**src/rtl/pc_unit.sv**
```systemverilog
// -----------------------------------------------------------------------------
// pc_unit : fetch-stage program counter with trap/redirect/RAS next-PC select.
//
// Holds the fetch PC and picks the next PC each cycle from, in priority order:
// reset, trap, stall, redirect, return-address-stack prediction, sequential.
// Trap and redirect targets that are not instruction-aligned are rejected:
// the PC holds and a one-cycle misaligned pulse reports the offending target.
//
// Optional feature macro: PC_C_EXT_EN
//   defined   : 16-bit instructions supported, step_half selects a step of 2/4,
//               and only target bit 0 is checked for alignment.
//   undefined : step fixed at 4, step_half ignored, bits [1:0] checked.
// -----------------------------------------------------------------------------
module pc_unit #(
   parameter int                XLEN         = 32,
   parameter logic [XLEN-1:0]   RESET_VECTOR = {XLEN{1'b0}},
   parameter int                RAS_DEPTH    = 4
) (
   input  logic                          clk,
   input  logic                          reset,
   input  logic                          enable,
   input  logic                          trap_valid,
   input  logic [XLEN-1:0]               trap_target,
   input  logic                          redirect_valid,
   input  logic [XLEN-1:0]               redirect_target,
   input  logic                          ras_push,
   input  logic                          ras_pop,
   input  logic                          step_half,
   output logic [XLEN-1:0]               pc,
   output logic [XLEN-1:0]               pc_plus,
   output logic                          misaligned,
   output logic [XLEN-1:0]               misaligned_addr,
   output logic [$clog2(RAS_DEPTH):0]    ras_count
);

   localparam int PW = $clog2(RAS_DEPTH);
   localparam int CW = PW + 1;
   localparam logic [CW-1:0] COUNT_FULL = CW'(RAS_DEPTH);
   localparam logic [CW-1:0] COUNT_ZERO = {CW{1'b0}};
   localparam logic [CW-1:0] COUNT_ONE  = CW'(1);
   localparam logic [PW-1:0] PTR_ONE    = PW'(1);

   // Alignment rule for a trap/redirect target.
   function automatic logic is_misaligned(input logic [XLEN-1:0] addr);
`ifdef PC_C_EXT_EN
      return (addr[0] != 1'b0);
`else
      return (addr[1:0] != 2'b00);
`endif
   endfunction

   // Architectural state.
   logic [XLEN-1:0] r_pc;
   logic [XLEN-1:0] r_mis_addr;
   logic            r_mis;
   logic [CW-1:0]   r_count;
   logic [PW-1:0]   r_top;
   logic [XLEN-1:0] r_ras [RAS_DEPTH];

   // Next-state and RAS write controls.
   logic [XLEN-1:0] w_step;
   logic [XLEN-1:0] w_pc_plus;
   logic [XLEN-1:0] w_pc_nxt;
   logic [XLEN-1:0] w_mis_addr_nxt;
   logic            w_mis_nxt;
   logic [CW-1:0]   w_count_nxt;
   logic [PW-1:0]   w_top_nxt;
   logic            w_pop_hit;
   logic            w_ras_we;
   logic [PW-1:0]   w_ras_waddr;
   logic [XLEN-1:0] w_ras_wdata;

`ifndef PC_C_EXT_EN
   // step_half has no meaning without 16-bit instruction support.
   logic w_unused_step_half;
   assign w_unused_step_half = step_half;
`endif

   // Sequential step size: 2 for a 16-bit instruction, otherwise 4.
   always_comb begin
`ifdef PC_C_EXT_EN
      if (step_half) begin
         w_step = XLEN'(2);
      end else begin
         w_step = XLEN'(4);
      end
`else
      w_step = XLEN'(4);
`endif
   end

   assign w_pc_plus = r_pc + w_step;

   // Next-PC selection, RAS bookkeeping and misalignment detection.
   always_comb begin
      w_pc_nxt       = r_pc;
      w_mis_addr_nxt = r_mis_addr;
      w_mis_nxt      = 1'b0;
      w_count_nxt    = r_count;
      w_top_nxt      = r_top;
      w_ras_we       = 1'b0;
      w_ras_waddr    = r_top;
      w_ras_wdata    = w_pc_plus;
      w_pop_hit      = ras_pop && (r_count != COUNT_ZERO);

      if (trap_valid) begin
         // Trap ignores stall and always flushes the return stack.
         w_count_nxt = COUNT_ZERO;
         if (is_misaligned(trap_target)) begin
            w_mis_nxt      = 1'b1;
            w_mis_addr_nxt = trap_target;
         end else begin
            w_pc_nxt = trap_target;
         end
      end else if (!enable) begin
         // Stall: everything holds, the misaligned pulse simply ends.
         w_pc_nxt = r_pc;
      end else if (redirect_valid) begin
         // Resolved redirect wins over any RAS activity this cycle.
         if (is_misaligned(redirect_target)) begin
            w_mis_nxt      = 1'b1;
            w_mis_addr_nxt = redirect_target;
         end else begin
            w_pc_nxt = redirect_target;
         end
      end else if (w_pop_hit && ras_push) begin
         // Return and call together: predict old top, replace it in place.
         w_pc_nxt    = r_ras[r_top];
         w_ras_we    = 1'b1;
         w_ras_waddr = r_top;
      end else if (w_pop_hit) begin
         w_pc_nxt    = r_ras[r_top];
         w_top_nxt   = r_top - PTR_ONE;
         w_count_nxt = r_count - COUNT_ONE;
      end else if (ras_push) begin
         // Circular push: when full, the oldest entry is overwritten.
         w_pc_nxt    = w_pc_plus;
         w_top_nxt   = r_top + PTR_ONE;
         w_ras_we    = 1'b1;
         w_ras_waddr = r_top + PTR_ONE;
         if (r_count == COUNT_FULL) begin
            w_count_nxt = r_count;
         end else begin
            w_count_nxt = r_count + COUNT_ONE;
         end
      end else begin
         // Sequential fetch, including a pop on an empty stack.
         w_pc_nxt = w_pc_plus;
      end
   end

   // PC, misalignment and RAS pointer registers with synchronous reset.
   always_ff @(posedge clk) begin
      if (reset) begin
         r_pc       <= RESET_VECTOR;
         r_mis      <= 1'b0;
         r_mis_addr <= {XLEN{1'b0}};
         r_count    <= COUNT_ZERO;
         r_top      <= {PW{1'b0}};
      end else begin
         r_pc       <= w_pc_nxt;
         r_mis      <= w_mis_nxt;
         r_mis_addr <= w_mis_addr_nxt;
         r_count    <= w_count_nxt;
         r_top      <= w_top_nxt;
      end
   end

   // Return-address storage; contents are don't-care after reset.
   always_ff @(posedge clk) begin
      if (!reset && w_ras_we) begin
         r_ras[w_ras_waddr] <= w_ras_wdata;
      end
   end

   assign pc              = r_pc;
   assign pc_plus         = w_pc_plus;
   assign misaligned      = r_mis;
   assign misaligned_addr = r_mis_addr;
   assign ras_count       = r_count;

endmodule
```
**config.mk**
```make
export PLATFORM = sky130hd
export DESIGN_NAME = pc_unit
export DESIGN_NICKNAME = d
export VERILOG_FILES = /design/src/rtl/pc_unit.sv
export SDC_FILE = /design/constraint.sdc
export NUM_CORES = 1
export LEC_CHECK = 0
export CAP_MARGIN = 20
export CORE_MARGIN = 1
export CORE_UTILIZATION = 52
export CTS_CLUSTER_SIZE = 10
export DETAILED_ROUTE_END_ITERATION = 16
export GPL_TIMING_DRIVEN = 0
export PLACE_DENSITY_LB_ADDON = 0.1
export SYNTH_ARGS = -nofsm -noshare
export SYNTH_HDL_FRONTEND = slang
export SYNTH_SLANG_ARGS = --single-unit
```
**constraint.sdc**
```tcl
create_clock -name clk -period 6.2 [get_ports clk]
set_clock_uncertainty 0.15 [all_clocks]
set_input_delay 1.86 -clock clk [delete_from_list [all_inputs] [get_ports clk]]
set_output_delay 1.86 -clock clk [all_outputs]
set_load 0.1 [all_outputs]
```
==> results of run 1 <==
## cell usage in the layout (no fill, tap or decap), types with 5 or more instances in the layout
master / n
mux2i_1: 29
o311ai_0: 8
clkbuf_16: 17
nor2_1: 51
xor2_1: 15
edfxtp_1: 128
a221oi_1: 11
nand3_1: 15
nor2b_1: 5
nand2_1: 53
o21a_1: 5
nor4_1: 5
o21ai_0: 24
a311oi_1: 7
or3_1: 9
inv_1: 9
mux4_2: 32
clkdlybuf4s50_1: 165
clkbuf_1: 39
and2_1: 5
nand4_1: 8
o31ai_1: 5
inv_6: 5
a221o_1: 6
xnor2_1: 18
nand2b_1: 9
a211oi_1: 29
a31oi_1: 9
nor3_1: 11
and3_1: 8
dfxtp_1: 72
a21oi_1: 30
buf_2: 15
## stage by stage
stage	instances	power (mW)
floorplan	736	2.07
global placement	1130	2.31
detailed placement	1134	2.32
CTS	1166	3.36
global route	1166	3.45
finish	1166	3.36
## final timing paths
path | from | endpoint | slack [ns] | cells past startpoint
setup reg to reg | ras_count[1] | r_ras[3][31] | 3.14 | 8
hold reg to reg | misaligned_addr[1] | misaligned_addr[1] | 0.33 | 2
setup / recovery | pc[2] | pc_plus[27] | 0.11 | 5
hold / removal | misaligned_addr[1] | misaligned_addr[1] | 0.33 | 2
## registers in the layout, indices dropped and copies added, names as in the netlist, named ones only
name	flops
misaligned	1
misaligned_addr	32
pc	32
r_ras	128
r_top	2
ras_count	3
## cell families after synthesis
group | after synthesis | share of synthesized area (%)
AOI/OAI and AO/OA | 173 | 13.5
xor gates and xnor gates | 33 | 3.16
adders and majority gates | 2 | 0.274
buffers and inverters | 65 | 3.00
DFF | 200 | 57.8
muxes | 63 | 11.3
and+or+nand+nor | 200 | 11.0
## cell type report
class / instances / area [um2] / area share [%]
clock buffers: 20 / 447 / 3.78
flip-flops and latches: 200 / 5290 / 44.7
well taps: 225 / 282 / 2.38
repair buffers: 173 / 1800 / 15.3
multi-input cells: 471 / 3620 / 30.6
clock inverters: 12 / 105 / 0.890
plain buffers: 56 / 240 / 2.03
inverters: 9 / 33.8 / 0.286
## critical path, stage by stage (launching register included)
cell and delay, ns:
dfxtp_1 0.52, nand3_1 0.35, nor4_4 0.63, nand4_1 0.29, xnor2_1 0.58, clkdlybuf4s50_1 1.26
## power by group through the flow
stage               Clock [mW]  Sequential [mW]  Combinational [mW]
floorplan                    0             1.78               0.289
global placement             0             1.53               0.773
detailed placement           0             1.53               0.783
CTS                       1.07             1.50               0.786
global route              1.12             1.51               0.814
finish                    1.06             1.51               0.793
## layer usage
metal	track usage, %	wire, um
met4	13.4	1110
met5	0	0
met3	8.18	3350
met1	46.7	12000
met2	53.1	13900
==> results.ini, run 1 <==
[outcome]
status=finished, final reports clean

[power]
p_sw_share_pct=34.4
vdd_drop_max_mv=0.200
power_frac_comb_pct=23.6
power_leakage_nw=4.08
power_density_nw_per_um2=285
p_sw_mw=1.16
internal-power_mw=2.21
seq_power_share_pct=44.8
power_frac_clock_pct=31.6

[clock_network]
cts_setup_buffers=0
cts.reportedPaths.clkPinSlew_ns=0.08
htreeDepth=4
clock_sinks=200
cts_buffer_depth=2
cts_resized=0
cts_tree=built
cts_root_buf=clkbuf_16
insertion_delay_ns=0.44
numCtsBuffers=17
postCtsHoldBufs=0

[yosys]
synth.distinct_cells=65
synth_top_area_share_pct=42.0
yosys_warnings=0
synth_edf_count=128
seq_area_frac_synth_pct=57.8
synth-seq-cells=200
synthTopCellsByArea=edfxtp_1 42%, dfxtp_1 16%, mux4_2 7.9%, mux2i_1 3.2%, a211oi_1 2.4%
synth_ff_type=edfxtp_1
async_reset_ff_share_pct=0
yosys-top-cells-count=128 x edfxtp_1, 72 x dfxtp_1, 55 x nor2_1
syn_area_um2=9150
synth_top_area_cell=edfxtp_1
syn_avg_cell_area_um2=12.4
yosysMostFrequentCell=edfxtp_1
synth_nets=810
synthCells=736

[global_route]
first_global_vias=7298
overflow=0
grt_max_degree=28
grt_pass1_wl_mm=44.7
antenna_found_initial=0
grt_usage_pct=34.2

[setup_path]
worst-path-max-fanout=9
critical_path_class=flip-flop to primary output
arrival_ns=4.08
start_kind=flip-flop
crit_required_ns=4.19
end_kind=primary output

[flow_run]
drv_cap=0

[finish]
nNetsFinal=1002
fillers=1232
finish.utilization_pct=68.5
final_area_um2=11800
antennaDiodeCount=0
drive_gt1_share_pct=10.6
area_growth_pct=29.2

[floorplan]
io_pins=172
rows=48
die_h_um=135
die_area_um2=18100
die_w_um=135
core_area_um2=17200
initial_core_util_pct=53.1

[timing]
tightest_slew_ns=1.03
finalSetupViolations=0
finalHoldViolations=0
hold_ws_ns=0.329
grt_setup_unrepaired=false
setup_ws_ns=0.114
max_freq_mhz=164
min_period_ns=6.09
finalCritPeriodShare_pct=98.2
max_slew_margin_pct=31.4
final.setup.tns_ns=0
maxSlewViolCount=0

[detailed_routing]
drt-total-wl_mm=30.3
via_per_inst=6.55
drt-wirelength-per-cell_um=26.0
drt_pass1_iterations=6
num_vias=7640
drt-initial-drc-count=1055
drcViolationCount=0
final_antenna_net_count=0

[place]
gp_congestion=0.926
place_ws_ns=0.568
dp_hpwl_mm=22.1
port_buffers=169
placed_cell_area_um2=11300

[hold_path]
hold_class=flip-flop to flip-flop

Note: power is estimated with default switching activity, not from simulation.
==> run 2, diff against run 1 <==
TNS_END_PERCENT = 30   (was unset)
==> results of run 2 <==
Final layout, timing and power as in run 1 (identical DEF).
